$ cat config.mk
export PLATFORM = sky130hd
export DESIGN_NAME = multicycle_control
export DESIGN_NICKNAME = d
export VERILOG_FILES = /design/src/rtl/mc_ctrl_pkg.sv /design/src/rtl/mc_ctrl_outdec.sv /design/src/rtl/multicycle_control.sv
export SDC_FILE = /design/constraint.sdc
export NUM_CORES = 1
export LEC_CHECK = 0
export ABC_AREA = 0
export CAP_MARGIN = 15
export CORE_MARGIN = 5
export CORE_UTILIZATION = 41
export DETAILED_ROUTE_END_ITERATION = 8
export HOLD_SLACK_MARGIN = 0.1
export PLACE_DENSITY = 0.93
export SYNTH_ARGS = -nofsm -noshare
export SYNTH_HDL_FRONTEND = slang
export SYNTH_SLANG_ARGS = --single-unit
$ cat constraint.sdc
create_clock -name clk -period 5.53 [get_ports clk]
set_input_delay 1.659 -clock clk [delete_from_list [all_inputs] [get_ports clk]]
set_output_delay 1.659 -clock clk [all_outputs]
set_load 0.05 [all_outputs]
$ cat src/rtl/mc_ctrl_pkg.sv
// -----------------------------------------------------------------------------
// mc_ctrl_pkg
// Shared definitions for the multicycle MIPS-subset control FSM: state
// encodings, opcode constants, datapath mux codes and the bundled control
// word passed from the output decoder to the top level.
// -----------------------------------------------------------------------------
package mc_ctrl_pkg;

  localparam int OPC_W   = 6;
  localparam int STATE_W = 4;

  // Encodings are visible on state_dbg, so the values are fixed explicitly.
  typedef enum logic [STATE_W-1:0] {
    S_FETCH    = 4'd0,
    S_DECODE   = 4'd1,
    S_MEMADR   = 4'd2,
    S_MEMRD    = 4'd3,
    S_MEMWB    = 4'd4,
    S_MEMWR    = 4'd5,
    S_RTEXEC   = 4'd6,
    S_RTWB     = 4'd7,
    S_BEQ      = 4'd8,
    S_ADDIEXEC = 4'd9,
    S_ADDIWB   = 4'd10,
    S_JUMP     = 4'd11,
    S_HALT     = 4'd12
  } state_t;

  localparam logic [OPC_W-1:0] OP_RTYPE = 6'b000000;
  localparam logic [OPC_W-1:0] OP_LW    = 6'b100011;
  localparam logic [OPC_W-1:0] OP_SW    = 6'b101011;
  localparam logic [OPC_W-1:0] OP_BEQ   = 6'b000100;
  localparam logic [OPC_W-1:0] OP_ADDI  = 6'b001000;
  localparam logic [OPC_W-1:0] OP_J     = 6'b000010;

  localparam logic [1:0] ALUOP_ADD   = 2'b00;
  localparam logic [1:0] ALUOP_SUB   = 2'b01;
  localparam logic [1:0] ALUOP_FUNCT = 2'b10;

  localparam logic [1:0] SRCB_B      = 2'b00;
  localparam logic [1:0] SRCB_FOUR   = 2'b01;
  localparam logic [1:0] SRCB_IMM    = 2'b10;
  localparam logic [1:0] SRCB_IMM_SH = 2'b11;

  localparam logic [1:0] PCSRC_ALU    = 2'b00;
  localparam logic [1:0] PCSRC_ALUOUT = 2'b01;
  localparam logic [1:0] PCSRC_JUMP   = 2'b10;

  typedef struct packed {
    logic       pc_write;
    logic       pc_write_cond;
    logic       iord;
    logic       mem_read;
    logic       mem_write;
    logic       ir_write;
    logic       mem_to_reg;
    logic       reg_dst;
    logic       reg_write;
    logic       alu_src_a;
    logic [1:0] alu_src_b;
    logic [1:0] alu_op;
    logic [1:0] pc_source;
    logic       halted;
  } ctrl_t;

endpackage

$ cat src/rtl/mc_ctrl_outdec.sv
// -----------------------------------------------------------------------------
// mc_ctrl_outdec
// Combinational map from the current FSM state (plus mem_ready for the Mealy
// gated fetch strobes) to the full datapath control word.
//   state     : current FSM state
//   mem_ready : memory access completes this cycle
//   ctrl      : control word (mux selects, enables, strobes, halted)
// -----------------------------------------------------------------------------
module mc_ctrl_outdec
  import mc_ctrl_pkg::*;
(
  input  state_t state,
  input  logic   mem_ready,
  output ctrl_t  ctrl
);

  always_comb begin
    // NOTE: defaulting the whole word first keeps every field driven on every
    // path, so no latch is inferred and unlisted outputs read as 0.
    ctrl = '0;
    case (state)
      S_FETCH: begin
        ctrl.mem_read  = 1'b1;
        ctrl.alu_src_b = SRCB_FOUR;
        ctrl.alu_op    = ALUOP_ADD;
        ctrl.pc_source = PCSRC_ALU;
        // IR and PC only load on the cycle the instruction word is valid.
        ctrl.ir_write  = mem_ready;
        ctrl.pc_write  = mem_ready;
      end
      S_DECODE: begin
        ctrl.alu_src_b = SRCB_IMM_SH;
        ctrl.alu_op    = ALUOP_ADD;
      end
      S_MEMADR, S_ADDIEXEC: begin
        ctrl.alu_src_a = 1'b1;
        ctrl.alu_src_b = SRCB_IMM;
        ctrl.alu_op    = ALUOP_ADD;
      end
      S_MEMRD: begin
        ctrl.mem_read = 1'b1;
        ctrl.iord     = 1'b1;
      end
      S_MEMWB: begin
        ctrl.reg_write  = 1'b1;
        ctrl.mem_to_reg = 1'b1;
      end
      S_MEMWR: begin
        ctrl.mem_write = 1'b1;
        ctrl.iord      = 1'b1;
      end
      S_RTEXEC: begin
        ctrl.alu_src_a = 1'b1;
        ctrl.alu_src_b = SRCB_B;
        ctrl.alu_op    = ALUOP_FUNCT;
      end
      S_RTWB: begin
        ctrl.reg_write = 1'b1;
        ctrl.reg_dst   = 1'b1;
      end
      S_BEQ: begin
        ctrl.alu_src_a     = 1'b1;
        ctrl.alu_src_b     = SRCB_B;
        ctrl.alu_op        = ALUOP_SUB;
        ctrl.pc_write_cond = 1'b1;
        ctrl.pc_source     = PCSRC_ALUOUT;
      end
      S_ADDIWB: begin
        ctrl.reg_write = 1'b1;
      end
      S_JUMP: begin
        ctrl.pc_write  = 1'b1;
        ctrl.pc_source = PCSRC_JUMP;
      end
      S_HALT: begin
        ctrl.halted = 1'b1;
      end
      default: ctrl = '0;
    endcase
  end

endmodule

$ cat src/rtl/multicycle_control.sv
// -----------------------------------------------------------------------------
// multicycle_control
// Main control FSM of the multicycle MIPS-subset CPU (add, slt, addi, lw, sw,
// beq, j). Holds the state register and next-state logic; control outputs
// come from mc_ctrl_outdec and are forced to 0 while rst is high.
//   clk, rst          : clock, asynchronous active-high reset
//   opcode            : IR[31:26], decoded in DECODE/MEMADR
//   mem_ready         : memory access completes this cycle
//   PCWrite..PCSource : datapath enables and mux selects
//   halted            : illegal opcode seen, held until reset
//   state_dbg         : current state encoding
// -----------------------------------------------------------------------------
module multicycle_control
  import mc_ctrl_pkg::*;
#(
  parameter int OPC_W   = mc_ctrl_pkg::OPC_W,
  parameter int STATE_W = mc_ctrl_pkg::STATE_W
) (
  input  logic               clk,
  input  logic               rst,
  input  logic [OPC_W-1:0]   opcode,
  input  logic               mem_ready,
  output logic               PCWrite,
  output logic               PCWriteCond,
  output logic               IorD,
  output logic               MemRead,
  output logic               MemWrite,
  output logic               IRWrite,
  output logic               MemtoReg,
  output logic               RegDst,
  output logic               RegWrite,
  output logic               ALUSrcA,
  output logic [1:0]         ALUSrcB,
  output logic [1:0]         ALUOp,
  output logic [1:0]         PCSource,
  output logic               halted,
  output logic [STATE_W-1:0] state_dbg
);

  state_t state;
  ctrl_t  dec;
  ctrl_t  ctrl;

  // NOTE: state is sequential, so it is only ever updated with <=.
  always_ff @(posedge clk or posedge rst) begin
    if (rst) begin
      state <= S_FETCH;
    end else begin
      case (state)
        S_FETCH:    if (mem_ready) state <= S_DECODE;
        S_DECODE: begin
          case (opcode)
            OP_LW, OP_SW: state <= S_MEMADR;
            OP_RTYPE:     state <= S_RTEXEC;
            OP_BEQ:       state <= S_BEQ;
            OP_ADDI:      state <= S_ADDIEXEC;
            OP_J:         state <= S_JUMP;
            default:      state <= S_HALT;
          endcase
        end
        // IR still holds the same instruction, so opcode is stable here.
        S_MEMADR:   state <= (opcode == OP_LW) ? S_MEMRD : S_MEMWR;
        S_MEMRD:    if (mem_ready) state <= S_MEMWB;
        S_MEMWB:    state <= S_FETCH;
        S_MEMWR:    if (mem_ready) state <= S_FETCH;
        S_RTEXEC:   state <= S_RTWB;
        S_RTWB:     state <= S_FETCH;
        S_BEQ:      state <= S_FETCH;
        S_ADDIEXEC: state <= S_ADDIWB;
        S_ADDIWB:   state <= S_FETCH;
        S_JUMP:     state <= S_FETCH;
        S_HALT:     state <= S_HALT;
        default:    state <= S_HALT;
      endcase
    end
  end

  mc_ctrl_outdec u_outdec (
    .state     (state),
    .mem_ready (mem_ready),
    .ctrl      (dec)
  );

  // Gate with rst so a reset in mid-access drops every strobe in the same
  // timestep, not at the next clock edge.
  assign ctrl = rst ? '0 : dec;

  assign PCWrite     = ctrl.pc_write;
  assign PCWriteCond = ctrl.pc_write_cond;
  assign IorD        = ctrl.iord;
  assign MemRead     = ctrl.mem_read;
  assign MemWrite    = ctrl.mem_write;
  assign IRWrite     = ctrl.ir_write;
  assign MemtoReg    = ctrl.mem_to_reg;
  assign RegDst      = ctrl.reg_dst;
  assign RegWrite    = ctrl.reg_write;
  assign ALUSrcA     = ctrl.alu_src_a;
  assign ALUSrcB     = ctrl.alu_src_b;
  assign ALUOp       = ctrl.alu_op;
  assign PCSource    = ctrl.pc_source;
  assign halted      = ctrl.halted;
  assign state_dbg   = STATE_W'(state);

endmodule
==> out/qor.csv <==
stage,metric,value,unit
status,status,finished clean,
power_and_ir_drop,power.switching,0.000293,W
worst_setup_path,startpoint_type,input pin,
finish,fin_util,65.7,%
synthesis,synthTopCellsByArea,"dfrtp_1, nor2_1, nor4_1",
min_path,worstHoldPathType,flop to flop,
detailed_routing,ant_nets,0,
clock_network,clk_pin_slew,0.03,ns
synthesis,async_flop_share,100,%
detailed_routing,met2_length,795,µm
finish,layout.nets,117,
worst_setup_path,crit_top_cell,clkdlybuf4s50_1,
clock_network,root_buffer,clkbuf_4,
timing,hold_viol,0,
worst_setup_path,crit_slowest_cell,clkdlybuf4s50_1,
timing,fin_ws,0.345,ns
synthesis,synthTopCellsByCount,"nor2_1, a21oi_1, nor3_1",
global_route,antenna_found_initial,0,
clock_network,cts-htree-levels,1,
detailed_routing,wire_per_inst,14.0,µm
place,portBuffers,29,
worst_setup_path,cp_max_fo,11,
clock_network,postCtsHoldBufs,0,
power_and_ir_drop,leakagePower,0.322,nW
clock_network,cts_resized,0,
synthesis,synth_top_area_share,17.6,%
die,die_h,47.2,µm
clock_network,cts_tree,yes,
power_and_ir_drop,power.share.clock,8.4,%
detailed_routing,drt-met1-wl,742,µm
worst_setup_path,crit_type,input pin to primary output,
finish,drive_gt1_share,17.0,%
worst_setup_path,path_cells,clkdlybuf4s50_1 > nor4_2 > and3b_1 > clkdlybuf4s50_1,
timing,slew_headroom,58.3,%
timing,finalCritPeriodShare,93.8,%
synthesis,synthesis.nets,90,
timing,fin_worst_skew,0.0155,ns
synthesis,synthCells,81,
timing,finalSetupTns,0,ns
finish,area_growth,50.4,%
worst_setup_path,end_kind,primary output,
place,dp_hpwl,1.31,mm
worst_setup_path,rrSetupSlack,3.83,ns
detailed_routing,avgViaCountPerCell,5.69,
timing,drv_slew,0,
power_and_ir_drop,p_int,0.000196,W
die,fp-row-count,13,
synthesis,netlist_area,568,µm²
global_route,grt_util_all_layers,17.2,%
clock_network,post_cts_buffers,0,
die,die-area,2230,µm²
power_and_ir_drop,powerDensity,572,nW/µm²
timing,tightest_slew,0.626,ns
global_route,grt_max_degree,19,
timing,setup_viol_count_final,0,
synthesis,yosys_most_used_dff,dfrtp_1,
clock_network,clockBufferDepth,2,
worst_setup_path,cp.arrival,3.53,ns
worst_setup_path,cpLargestDelayFamily,buffers and inverters,
job,cap_violations,0,
clock_network,cts_buffers,3,
global_route,globalRouteOverflowTotal,0,
synthesis,yosysTopAreaCell,dfrtp_1,
worst_setup_path,path_buf_inv,2,
power_and_ir_drop,vdd_ir_drop_max,0.333,mV
synthesis,synth_edf_count,0,
synthesis,yosysMostFrequentCell,nor2_1,
global_route,grt_pass1_wl,2.67,mm
place,finalWeightedCongestion,0.820,
place,dp_worst_setup_slack,0.330,ns
detailed_routing,routed_wirelength,1.69,mm
timing,fmax,0.193,GHz
detailed_routing,drt_iter0_markers,4,
die,die_w,47.2,µm
detailed_routing,dr.pass1.iters,2,
detailed_routing,num_vias,688,
synthesis,synth.distinct_cells,36,
power_and_ir_drop,switching_share,59.9,%
worst_setup_path,worstPathRequired,3.87,ns
detailed_routing,dr.max_layer_used,met4,
clock_network,clock_latency,0.26,ns
die,io_pins,30,
clock_network,clock_sinks,4,
global_route,first_global_vias,590,
synthesis,ys_seq_area_share,17.6,%
synthesis,ys_ff_latch,4,
power_and_ir_drop,p_seq_share,20.1,%
synthesis,syn_area_per_cell,7.01,µm²
finish,largest_reg_flops,4,
detailed_routing,wl_met3,88,µm
power_and_ir_drop,power_frac_comb,71.5,%
timing,period_needed,5.19,ns
detailed_routing,drc,0,
timing,grt_setup_unrepaired,no,
finish,diodes,0,
synthesis,ys_warn_count,0,
worst_setup_path,cpPeakStageDelay,0.80,ns
die,core,1300,µm²
die,start_util,43.7,%
[kinds of logic after synthesis]
| family | Yosys count | synth area share, % |
|---|---|---|
| flops | 4 | 17.6 |
| mux | 2 | 4.40 |
| compound gates | 20 | 24.2 |
| buf+inv | 10 | 9.47 |
| xor+xnor | 1 | 1.54 |
| simple gates | 44 | 42.7 |
[layer usage]
metal	GRT usage, %	vias up
li1	-	352
met1	22.3	309
met2	25.4	20
met3	1.15	7
met4	14.9	0
met5	0	-
[worst register-to-register path: cells and delay by family (launching register included)]
family / cells / cell delay [ns]
DFF: 1 / 0.74
buffers and inverters: 1 / 0.17
muxes: 1 / 0.33
AOI/OAI and AO/OA: 2 / 0.33
[cells in the final DEF (no fill, tap or decap), drive strengths merged, types with 2 or more instances in the layout]
cell type,synthesis,routed
a21oi,6,6
a31oi,2,2
buf,7,6
clkbuf,0,3
clkdlybuf4s50,0,23
dfrtp,4,4
inv,3,3
nand2,6,6
nand2b,3,3
nand3,2,2
nor2,11,11
nor2b,3,3
nor3,6,6
nor4,6,6
o21ai,5,5
[path summary, 6_finish.rpt]
check | from | endpoint | cells after the start
setup / recovery | rst | IRWrite | 4
hold / removal | state_dbg[3] | state_dbg[0] | 1
setup reg to reg | state_dbg[2] | state_dbg[2] | 4
hold reg to reg | state_dbg[3] | state_dbg[0] | 1
max in group asynchronous | rst | state_dbg[0] | 2
min in group asynchronous | rst | state_dbg[2] | 2
[power by group through the flow]
stage	logic, W	clock network, W	registers (W)
finish	0.000349	0.0000411	0.0000980
global route	0.000372	0.0000458	0.000104
CTS	0.000352	0.0000425	0.0000967
detailed placement	0.000351	0	0.0000975
global placement	0.000346	0	0.0000960
floorplan	0.000254	0	0.000102
[metrics by stage]
stage | hold slack (ns) | power [W] | cells | instance area, µm²
after floorplan | 0.976 | 0.000356 | 81 | 581
after global placement | 0.763 | 0.000442 | 118 | 832
after detailed placement | 0.776 | 0.000449 | 118 | 832
after CTS | 0.780 | 0.000491 | 121 | 855
after global routing | 0.852 | 0.000522 | 121 | 855
final | 0.779 | 0.000489 | 121 | 855
[area by class of cell]
cell class / instances / area [µm²]
Multi-Input combinational cell: 67 / 427
Clock buffer: 3 / 22.5
Inverter: 3 / 11.3
Tap cell: 15 / 18.8
Timing Repair Buffer: 29 / 275
Fill cell: 123 / 447
Sequential cell: 4 / 100
Power figures use the tool's default switching activity.
